## src/rtl/alu_seq_pkg.sv

```systemverilog
// Shared definitions for the ALU request sequencer: FSM state encoding,
// default datapath widths and the result width.
package alu_seq_pkg;

  localparam int unsigned DEF_DATA_W = 8;
  localparam int unsigned DEF_OP_W   = 4;
  localparam int unsigned RES_W      = 2 * DEF_DATA_W;

  // Settle counter width; covers SETTLE_CYCLES-1 for SETTLE_CYCLES up to 15.
  localparam int unsigned CNT_W = 4;

  typedef enum logic [1:0] {
    ST_IDLE,
    ST_SETTLE,
    ST_RESP
  } seq_state_e;

endpackage

```

## src/rtl/alu_seq_rr_arb2.sv

```systemverilog
// Two-way round-robin arbiter. The pointer holds the index of the most
// recently granted requester; on contention the other requester wins.
// The pointer resets to 1 so requester 0 wins the first contention.
module alu_seq_rr_arb2
  import alu_seq_pkg::*;
(
  input  logic       clk,
  input  logic       rst,
  input  logic [1:0] req,
  input  logic       advance,
  output logic [1:0] gnt,
  output logic       ptr
);

  // One-hot grant: contention resolved by pointer, otherwise pass the lone request.
  always_comb begin
    gnt = '0;
    if (req == 2'b11) begin
      gnt = ptr ? 2'b01 : 2'b10;
    end else begin
      gnt = req;
    end
  end

  // Pointer records the winner whenever a grant is actually taken.
  always_ff @(posedge clk or posedge rst) begin
    if (rst) begin
      ptr <= 1'b1;
    end else if (advance && (gnt != '0)) begin
      ptr <= gnt[1];
    end
  end

endmodule

```

## src/rtl/alu_req_sequencer.sv

```systemverilog
// Shares one combinational ALU between two requesters: round-robin grant,
// registered operands onto the ALU, fixed settle time, captured response
// tagged with the requester ID.
// Optional feature macro: ALU_SEQ_STATS_EN (per-requester handshake counters).
module alu_req_sequencer
  import alu_seq_pkg::*;
#(
  parameter int unsigned SETTLE_CYCLES = 1,
  parameter int unsigned DATA_W        = DEF_DATA_W,
  parameter int unsigned OP_W          = DEF_OP_W
) (
  input  logic                clk,
  input  logic                rst,
  input  logic                req0_valid,
  output logic                req0_ready,
  input  logic [DATA_W-1:0]   req0_a,
  input  logic [DATA_W-1:0]   req0_b,
  input  logic [OP_W-1:0]     req0_op,
  input  logic                req1_valid,
  output logic                req1_ready,
  input  logic [DATA_W-1:0]   req1_a,
  input  logic [DATA_W-1:0]   req1_b,
  input  logic [OP_W-1:0]     req1_op,
  output logic [DATA_W-1:0]   alu_a,
  output logic [DATA_W-1:0]   alu_b,
  output logic [OP_W-1:0]     alu_op,
  input  logic [2*DATA_W-1:0] alu_out,
  input  logic                alu_carry,
  output logic                rsp_valid,
  input  logic                rsp_ready,
  output logic [2*DATA_W-1:0] rsp_result,
  output logic                rsp_carry,
  output logic                rsp_id,
`ifdef ALU_SEQ_STATS_EN
  output logic                busy,
  output logic [15:0]         stat_cnt0,
  output logic [15:0]         stat_cnt1
`else
  output logic                busy
`endif
);

  seq_state_e       state_q, state_d;
  logic [CNT_W-1:0] cnt_q;
  logic [1:0]       gnt;
  logic             rr_ptr;
  logic             accept;
  logic             capture;
  logic             rsp_done;

  alu_seq_rr_arb2 u_arb (
    .clk     (clk),
    .rst     (rst),
    .req     ({req1_valid, req0_valid}),
    .advance (accept),
    .gnt     (gnt),
    .ptr     (rr_ptr)
  );

  assign req0_ready = (state_q == ST_IDLE) && gnt[0];
  assign req1_ready = (state_q == ST_IDLE) && gnt[1];
  assign busy       = (state_q != ST_IDLE);

  // State register.
  always_ff @(posedge clk or posedge rst) begin
    if (rst) begin
      state_q <= ST_IDLE;
    end else begin
      state_q <= state_d;
    end
  end

  // Next-state and per-cycle control strobes.
  always_comb begin
    state_d  = state_q;
    accept   = 1'b0;
    capture  = 1'b0;
    rsp_done = 1'b0;
    case (state_q)
      ST_IDLE: begin
        if (gnt != '0) begin
          accept  = 1'b1;
          state_d = ST_SETTLE;
        end
      end
      ST_SETTLE: begin
        if (cnt_q == '0) begin
          capture = 1'b1;
          state_d = ST_RESP;
        end
      end
      ST_RESP: begin
        if (rsp_ready) begin
          rsp_done = 1'b1;
          state_d  = ST_IDLE;
        end
      end
      default: state_d = ST_IDLE;
    endcase
  end

  // Operand latch and settle counter; ALU inputs only change on accept.
  always_ff @(posedge clk or posedge rst) begin
    if (rst) begin
      alu_a  <= '0;
      alu_b  <= '0;
      alu_op <= '0;
      cnt_q  <= '0;
    end else if (accept) begin
      alu_a  <= gnt[1] ? req1_a  : req0_a;
      alu_b  <= gnt[1] ? req1_b  : req0_b;
      alu_op <= gnt[1] ? req1_op : req0_op;
      cnt_q  <= CNT_W'(SETTLE_CYCLES - 1);
    end else if ((state_q == ST_SETTLE) && (cnt_q != '0)) begin
      cnt_q <= cnt_q - CNT_W'(1);
    end
  end

  // Response capture. The arbiter pointer already holds the granted ID and
  // cannot move again before the capture, so it serves as the latched ID.
  always_ff @(posedge clk or posedge rst) begin
    if (rst) begin
      rsp_valid  <= 1'b0;
      rsp_result <= '0;
      rsp_carry  <= 1'b0;
      rsp_id     <= 1'b0;
    end else if (capture) begin
      rsp_valid  <= 1'b1;
      rsp_result <= alu_out;
      rsp_carry  <= alu_carry;
      rsp_id     <= rr_ptr;
    end else if (rsp_done) begin
      rsp_valid <= 1'b0;
    end
  end

`ifdef ALU_SEQ_STATS_EN
  // Saturating count of completed response handshakes per requester.
  always_ff @(posedge clk or posedge rst) begin
    if (rst) begin
      stat_cnt0 <= '0;
      stat_cnt1 <= '0;
    end else if (rsp_done) begin
      if (!rsp_id && (stat_cnt0 != '1)) begin
        stat_cnt0 <= stat_cnt0 + 16'd1;
      end
      if (rsp_id && (stat_cnt1 != '1)) begin
        stat_cnt1 <= stat_cnt1 + 16'd1;
      end
    end
  end
`endif

endmodule

```

## config.mk

```make
export PLATFORM = sky130hd
export DESIGN_NAME = alu_req_sequencer
export DESIGN_NICKNAME = d
export VERILOG_FILES = /design/src/rtl/alu_seq_pkg.sv /design/src/rtl/alu_seq_rr_arb2.sv /design/src/rtl/alu_req_sequencer.sv
export SDC_FILE = /design/constraint.sdc
export NUM_CORES = 1
export LEC_CHECK = 0
export CAP_MARGIN = 20
export CORE_MARGIN = 2
export CORE_UTILIZATION = 44
export CTS_CLUSTER_DIAMETER = 60
export DETAILED_ROUTE_END_ITERATION = 7
export PLACE_DENSITY = 0.95
export SYNTH_ARGS = -nofsm -noshare
export SYNTH_HDL_FRONTEND = slang
export SYNTH_SLANG_ARGS = --single-unit
```

## constraint.sdc

```tcl
create_clock -name clk -period 4.8 [get_ports clk]
set_clock_uncertainty 0.1 [all_clocks]
set_input_delay 0.96 -clock clk [delete_from_list [all_inputs] [get_ports clk]]
set_output_delay 0.96 -clock clk [all_outputs]
set_load 0.05 [all_outputs]
```

==> flow_metrics.tcl, run 1 <==
set metrics [dict create \
    synth.area.top_cells "dfrtp_1 (52%), mux2_4 (12%), mux2i_1 (9.2%)" \
    grt.overflow.total 0 \
    viasPerCell 5.01 \
    start_kind "input pin" \
    critical_path_class "in -> out" \
    post_cts_resized 0 \
    ys_seq_area_share_pct 53.2 \
    cts_tree "done" \
    cts_setup_buffers 0 \
    io-pin-count 104 \
    worstSkewPairLatency_ns 0.29 \
    fin_cells 347 \
    whs_path_depth 2 \
    synthesis.area_um2 2170 \
    die_w_um 74.2 \
    max_freq_mhz 276 \
    r2r_start "cnt_q[1]" \
    fin_tns_setup_ns 0 \
    fin_crit_ns 3.63 \
    fillCellCount 355 \
    gp_congestion 0.764 \
    grt_pass1_vias 1785 \
    start_util_pct 45.9 \
    most-common-layout-cells "clkdlybuf4s50_1 (102), dfrtp_1 (45), o21ai_0 (32)" \
    place_area_um2 3240 \
    reg2reg_depth 5 \
    synth_largest_area_cell "dfrtp_1" \
    wl_per_cell_um 14.7 \
    status "finished, final reports clean" \
    grt_first_pass_wirelength_um 8180 \
    worst_pin_slew_ns 0.937 \
    slew_viol_final 0 \
    drtIter0Drc 77 \
    netlist.area_leader.share_pct 52.0 \
    num_rows 25 \
    place_ws_ns 1.18 \
    crit_top_cell "clkdlybuf4s50_1" \
    synth_fp_nets 241 \
    final_common_cell "clkdlybuf4s50_1" \
    synth-seq-cells 46 \
    power.leakage_nw 1.43 \
    path_max_fanout 6 \
    ys_types 32 \
    fin_nets 343 \
    cts-root-buf "clkbuf_8" \
    p_per_area_nw_per_um2 756 \
    yosysWarnings 0 \
    r2r-end "rsp_result[10]" \
    cts_made_buffers 5 \
    placed_cells_incl_taps 339 \
    hp-start "rsp_valid" \
    cts.sinks 46 \
    hold_path_end "rsp_valid" \
    finalCritPeriodShare_pct 75.6 \
    required_ns 3.74 \
    clk_path_buf_depth 2 \
    routed_wl_um 5110 \
    grt_use_total_pct 19.7 \
    critical_path.slowest_cell "clkdlybuf4s50_1" \
    core-area_um2 4720 \
    grt_start_max_net_pins 47 \
    firstDrtPassIters 5 \
    hold_buffers 0 \
    critPathCaptureType "primary output" \
    ant_nets 0 \
    hold_viol 0 \
    reg2reg_slack_ns 2.67 \
    hp-class "reg -> reg" \
    final_cell_area_um2 3330 \
    htree_levels 2 \
    peakVddDrop_mv 0.437 \
    drc 0 \
    syn_to_final_growth_pct 53.6 \
    fp.dieArea_um2 5500 \
    slowest_delay_ns 0.82 \
    die_h_um 74.2 \
    syn_area_per_cell_um2 12.2 \
    diodes 0 \
    dp.final_hpwl_um 3760 \
    cap_viol_max_count 0 \
    syn_inst 177 \
    cp.arrival_ns 2.57 \
    rsz0062_at_grt "false" \
    place.port_buffers 103 \
    antenna_found_initial 0 \
    max_slew_margin_pct 37.4 \
    finalSetupViolations 0 \
    drive_above_1_share_pct 13.2 \
    crit_chain "clkdlybuf4s50_1, nand2_1, a21oi_1, clkdlybuf4s50_1" \
    clkTransAtPathRegs_ns 0.07 \
    dr_total_vias 1737 \
    setup_slack_ns 1.17 \
]
[cell families after synthesis]
group	synth area share, %
simple gates	5.43
fa+ha+maj	1.15
mux	21.7
buf+inv	4.73
compound gates	13.8
flops	53.2
[per-stage QoR]
stage	total power [mW]	hold WS [ns]	util (%)
finish	2.52	0.407	70.5
global route	2.65	0.424	70.5
CTS	2.55	0.413	70.5
detailed placement	2.30	0.395	68.6
global placement	2.25	0.379	68.6
floorplan	1.80	0.423	-
[cells in the mapped netlist]
cell,count
and2_1,1
or3_2,1
nand4b_1,1
nand3_1,1
nor2_1,4
ha_1,2
nor3_1,2
o21ai_1,11
inv_1,7
a31o_2,1
dfrtp_1,45
and2b_1,1
o311ai_0,1
o31ai_1,2
nand2_1,2
mux2_4,18
mux2i_1,20
a21boi_2,1
a21oi_1,4
nand2b_1,1
o21ai_0,33
buf_6,4
o41ai_1,1
dfstp_2,1
nor2_4,1
buf_2,1
clkbuf_4,1
nor3b_4,1
a31oi_1,1
nand3b_1,1
clkbuf_1,5
nand2_2,1
[layout make-up]
cell class	count	area, um2	area share (%)
timing repair buffer	106	1060	31.9
inverter	7	26.3	0.789
clock buffer	7	86.3	2.59
tap	67	83.8	2.52
sequential	46	1150	34.6
multi-input combinational	113	912	27.4
clock inverter	1	5.00	0.150
[critical path, delay by kind of cell]
| family | cells | cell delay (ns) |
|---|---|---|
| buffers and inverters | 2 | 1.40 |
| AOI/OAI and AO/OA | 1 | 0.12 |
| and+or+nand+nor | 1 | 0.08 |
[registers in the layout, indices dropped and copies added (netlist names), 2 cells and up]
register / cells
cnt_q: 4
alu_b: 8
alu_a: 8
alu_op: 4
rsp_result: 16
state_q: 2
[report_power, final]
part	internal [mW]	switching [mW]
sequential	0.580	0.118
combinational	0.618	0.964
clock	0.116	0.121
[worst max path at each step]
stage	startpoint	to	cells past startpoint
floorplan	req1_valid	req1_ready	3
finish	req0_valid	req0_ready	4
detailed placement	req0_valid	req0_ready	4
global route	req0_valid	req0_ready	4
CTS	req0_valid	req0_ready	4
global placement	req0_valid	req0_ready	4
[metal layers]
layer | GRT usage (%) | routed length, um
met5 | 0 | 0
met4 | 9.49 | 138
met3 | 6.64 | 450
met1 | 22.9 | 2070
met2 | 32.8 | 2460
Note: power is estimated with default switching activity, not from simulation.
==> inputs of run 2 (changes only) <==
--- a/config.mk
+++ b/config.mk
@@ -7,10 +7,10 @@
 export LEC_CHECK = 0
 export CAP_MARGIN = 20
 export CORE_MARGIN = 2
-export CORE_UTILIZATION = 44
+export CORE_UTILIZATION = 41
 export CTS_CLUSTER_DIAMETER = 60
 export DETAILED_ROUTE_END_ITERATION = 7
-export PLACE_DENSITY = 0.95
+export PLACE_DENSITY = 0.93
 export SYNTH_ARGS = -nofsm -noshare
 export SYNTH_HDL_FRONTEND = slang
 export SYNTH_SLANG_ARGS = --single-unit
==> constraint.sdc (replaced) <==
create_clock -name clk -period 3.77 [get_ports clk]
set_clock_uncertainty 0.1 [all_clocks]
set_input_delay 0.754 -clock clk [delete_from_list [all_inputs] [get_ports clk]]
set_output_delay 0.754 -clock clk [all_outputs]
set_load 0.05 [all_outputs]
==> flow_metrics.tcl, run 2 (synthesized netlist as in run 1, its figures left out) <==
set metrics [dict create \
    status "finished, final reports clean" \
    dp.final_hpwl_um 3890 \
    cts-root-buf "clkbuf_8" \
    p_sw_mw 1.54 \
    peakVddDrop_mv 0.490 \
    cts_made_buffers 5 \
    fin_crit_ns 3.27 \
    largest_registers "rsp_result x16, alu_a x8, alu_b x8" \
    p_sw_share_pct 47.2 \
    clk_path_buf_depth 2 \
    met3_length_um 410 \
    hold_buffers 0 \
    pwr-share-seq_pct 27.5 \
    critical_path_class "in -> out" \
    hp-class "reg -> reg" \
    grt_start_max_net_pins 47 \
    final_common_cell "clkdlybuf4s50_1" \
    num_rows 26 \
    slew_viol_final 0 \
    critPathCaptureType "primary output" \
    finalSetupViolations 0 \
    p_per_area_nw_per_um2 968 \
    antenna_found_initial 0 \
    post_cts_resized 0 \
    start_util_pct 42.4 \
    place.port_buffers 103 \
    regMostFlops "rsp_result" \
    htree_levels 2 \
    cts_tree "done" \
    die_w_um 76.7 \
    required_ns 2.92 \
    firstDrtPassIters 4 \
    start_kind "input pin" \
    most-common-layout-cells "clkdlybuf4s50_1 (102), dfrtp_1 (45), o21ai_0 (32)" \
    place_area_um2 3250 \
    m1WireLength_um 2140 \
    grt_use_total_pct 18.9 \
    hold_viol 0 \
    path_max_fanout 6 \
    grt_pass1_vias 1813 \
    gp_congestion 0.799 \
    fp.dieArea_um2 5880 \
    largest_reg_flops 16 \
    rsz0062_at_grt "false" \
    cp-startpoint "req0_valid" \
    clockPowerShare_pct 10.4 \
    viasPerCell 5.03 \
    fin_tns_setup_ns 0 \
    drc 0 \
    dr_total_vias 1759 \
    cts_setup_buffers 0 \
    syn_to_final_growth_pct 54.8 \
    worst_pin_slew_ns 0.943 \
    wl_per_cell_um 14.9 \
    cts.sinks 46 \
    routed_wl_um 5220 \
    worstSkewPairLatency_ns 0.29 \
    die_h_um 76.7 \
    diodes 0 \
    grt.overflow.total 0 \
    r2r_start "cnt_q[0]" \
    drtIter0Drc 65 \
    ant_nets 0 \
    power_frac_comb_pct 62.1 \
    cp.arrival_ns 2.42 \
    max_freq_mhz 306 \
    top_layer_used "met4" \
    power.leakage_nw 1.44 \
    cap_viol_max_count 0 \
    clkTransAtPathRegs_ns 0.08 \
    final_cell_area_um2 3360 \
    grt_first_pass_wirelength_um 8890 \
    finalCritPeriodShare_pct 86.7 \
    internal-power_mw 1.71 \
    io-pin-count 104 \
    fin_nets 343 \
    wl_met2_um 2600 \
    hp-start "alu_b[7]" \
    core-area_um2 5110 \
    drive_above_1_share_pct 13.9 \
    max_slew_margin_pct 37.1 \
]
## run 2: cell types whose count changed in the layout (fill, tap and decap cells not counted)
| cell | before | now |
|---|---|---|
| clkbuf_8 | 6 | 8 |
| o21ai_2 | 0 | 1 |
| clkinv_2 | 1 | 0 |
| clkbuf_1 | 1 | 0 |
| o21ai_1 | 12 | 11 |
## run 2: worst paths after layout
check | to | depth (start not counted) | slack, ns
min reg2reg | alu_b[7] | 2 | 0.41
min in group asynchronous | rsp_result[12] | 2 | 0.88
max | req0_ready | 4 | 0.50
max reg2reg | rsp_result[6] | 5 | 1.65
min | alu_b[7] | 2 | 0.41
max in group asynchronous | alu_op[0] | 2 | 2.09
## run 2: layout make-up
| type | instances | area (um2) |
|---|---|---|
| Tap cell | 70 | 87.6 |
| Clock buffer | 8 | 110 |
| Multi-Input combinational cell | 113 | 916 |
| Fill cell | 406 | 1750 |
| Sequential cell | 46 | 1150 |
| Inverter | 7 | 26.3 |
| Timing Repair Buffer | 106 | 1060 |
## run 2: metrics by stage
stage | power, mW | utilization, % | worst slack (ns) | cells | hold slack, ns
final | 3.25 | 65.7 | 0.501 | 350 | 0.410
after CTS | 3.29 | 65.7 | 0.492 | 350 | 0.416
after detailed placement | 2.94 | 63.5 | 0.494 | 342 | 0.395
after global routing | 3.42 | 65.7 | 0.413 | 350 | 0.425
after floorplan | 2.29 | - | 1.33 | 177 | 0.423
after global placement | 2.88 | 63.5 | 0.568 | 342 | 0.380
## run 2: worst max-delay path, stage by stage
cell,delay (ns)
clkdlybuf4s50_1,0.62
nand2_1,0.08
a21oi_1,0.13
clkdlybuf4s50_1,0.82
## run 2: power by group through the flow
stage	clock network, mW	logic [mW]	registers, mW
finish	0.339	2.02	0.892
global route	0.367	2.13	0.924
detailed placement	0	2.03	0.903
global placement	0	2.00	0.882
CTS	0.351	2.04	0.894
floorplan	0	0.688	1.60
## run 2: metal layers
metal,vias to the layer above,global-route usage [%]
li1,831,-
met5,-,0
met3,5,5.53
met4,0,6.55
met1,845,23.1
met2,78,31.9
==> inputs of run 3 (changes only) <==
--- a/config.mk
+++ b/config.mk
@@ -10,6 +10,7 @@
 export CORE_UTILIZATION = 41
 export CTS_CLUSTER_DIAMETER = 60
 export DETAILED_ROUTE_END_ITERATION = 7
+export GPL_TIMING_DRIVEN = 0
 export PLACE_DENSITY = 0.93
 export SYNTH_ARGS = -nofsm -noshare
 export SYNTH_HDL_FRONTEND = slang
==> flow_metrics.tcl, run 3 (synthesized netlist as in run 1, its figures left out) <==
set metrics [dict create \
    antenna_found_initial 0 \
    die_h_um 76.7 \
    htree_levels 2 \
    grt.overflow.total 0 \
    required_ns 2.92 \
    critical_path_class "in -> out" \
    critPathCaptureType "primary output" \
    fp.dieArea_um2 5880 \
    most-common-layout-cells "clkdlybuf4s50_1 (103), dfrtp_1 (45), o21ai_0 (33)" \
    ant_nets 0 \
    worst_pin_slew_ns 0.534 \
    start_kind "input pin" \
    cts_tree "done" \
    wl_per_cell_um 15.7 \
    hp-class "reg -> reg" \
    viasPerCell 5.03 \
    fin_cells 359 \
    grt_start_max_net_pins 30 \
    dr_total_vias 1807 \
    fin_tns_setup_ns 0 \
    start_util_pct 42.4 \
    final_common_cell "clkdlybuf4s50_1" \
    io-pin-count 104 \
    diodes 0 \
    power_mw 3.25 \
    grt_first_pass_wirelength_um 9310 \
    regMostFlops "rsp_result" \
    largest_reg_flops 16 \
    dp.final_hpwl_um 4280 \
    drc 0 \
    fin_crit_ns 3.66 \
    hold_buffers 0 \
    hold_viol 0 \
    clkTransAtPathRegs_ns 0.07 \
    grt_use_total_pct 20.2 \
    clk_path_buf_depth 2 \
    cp.arrival_ns 2.80 \
    largest_registers "rsp_result x16, alu_a x8, alu_b x8" \
    status "finished, final reports clean" \
    power.leakage_nw 1.46 \
    core-area_um2 5110 \
    cts-root-buf "clkbuf_8" \
    p_per_area_nw_per_um2 958 \
    drtIter0Drc 60 \
    cts.sinks 46 \
    place.port_buffers 103 \
    drive_above_1_share_pct 13.8 \
    max_slew_margin_pct 64.3 \
    path_max_fanout 10 \
    grt_pass1_vias 1880 \
    cap_viol_max_count 0 \
    fin_nets 352 \
    syn_to_final_growth_pct 56.8 \
    cts_setup_buffers 0 \
    finalCritPeriodShare_pct 97.0 \
    slew_viol_final 0 \
    worstSkewPairLatency_ns 0.29 \
    routed_wl_um 5630 \
    gp_congestion 0.802 \
    die_w_um 76.7 \
    placed_cells_incl_taps 351 \
    peakVddDrop_mv 0.400 \
    firstDrtPassIters 6 \
    num_rows 26 \
    max_freq_mhz 273 \
    finalSetupViolations 0 \
    cts_made_buffers 5 \
    fillCellCount 408 \
    post_cts_resized 0 \
    rsz0062_at_grt "false" \
]
## run 3: changes by cell type in the layout (fill, tap and decap cells not counted)
cell / change
clkdlybuf4s50_1: +1
buf_4: -3
o21ai_0: +1
clkinv_2: +1
buf_2: +1
clkbuf_1: +6
o21ai_2: -1
clkbuf_8: -2
clkbuf_4: +1
buf_6: +4
## run 3: metrics by stage
step	cell area [um2]	setup WS (ns)	utilization [%]	hold WS, ns
3_5_place_dp	3310	0.131	64.7	0.395
5_1_grt	3400	0.0232	66.5	0.431
4_1_cts	3400	0.100	66.5	0.415
3_3_place_gp	3290	0.155	64.3	0.375
6_report	3400	0.111	66.5	0.410
2_1_floorplan	2170	1.33	-	0.423
## run 3: final timing paths
path                             from             end  slack [ns]  cells after the start
max in group asynchronous         rst       u_arb.ptr        2.36                      3
min in group asynchronous         rst   rsp_result[4]        0.66                      2
hold / removal               alu_b[7]        alu_b[7]        0.41                      2
setup / recovery           req1_valid      req1_ready        0.11                      5
hold reg to reg              alu_b[7]        alu_b[7]        0.41                      2
setup reg to reg             cnt_q[1]  rsp_result[13]        1.95                      6
## run 3: critical path, stage by stage
cell and delay (ns):
clkdlybuf4s50_1 0.58, a21boi_2 0.32, buf_6 0.21, and2_1 0.14, clkdlybuf4s50_1 0.80
## run 3: layout make-up
class | instances | area (um2) | share of cell area (%)
Timing Repair Buffer | 104 | 1050 | 30.9
Clock buffer | 7 | 86.3 | 2.54
Inverter | 7 | 26.3 | 0.773
Multi-Input combinational cell | 113 | 912 | 26.9
Tap cell | 70 | 87.6 | 2.58
Sequential cell | 46 | 1150 | 33.9
Buffer | 11 | 76.3 | 2.25
Clock inverter | 1 | 5.00 | 0.147
## run 3: where the power goes
group / leakage, nW / switching (mW) / internal, mW
sequential: 0.554 / 0.141 / 0.739
clock: 0.0482 / 0.154 / 0.148
combinational: 0.859 / 1.26 / 0.812
## run 3: per-layer routing
| metal | GRT usage [%] | vias to the layer above | part of all wire, % |
|---|---|---|---|
| met2 | 34.5 | 86 | 51 |
| met1 | 24.6 | 860 | 40 |
| met4 | 7.45 | 0 | 1.6 |
| met3 | 5.41 | 10 | 7.6 |
| li1 | - | 851 | - |
| met5 | 0 | - | 0 |
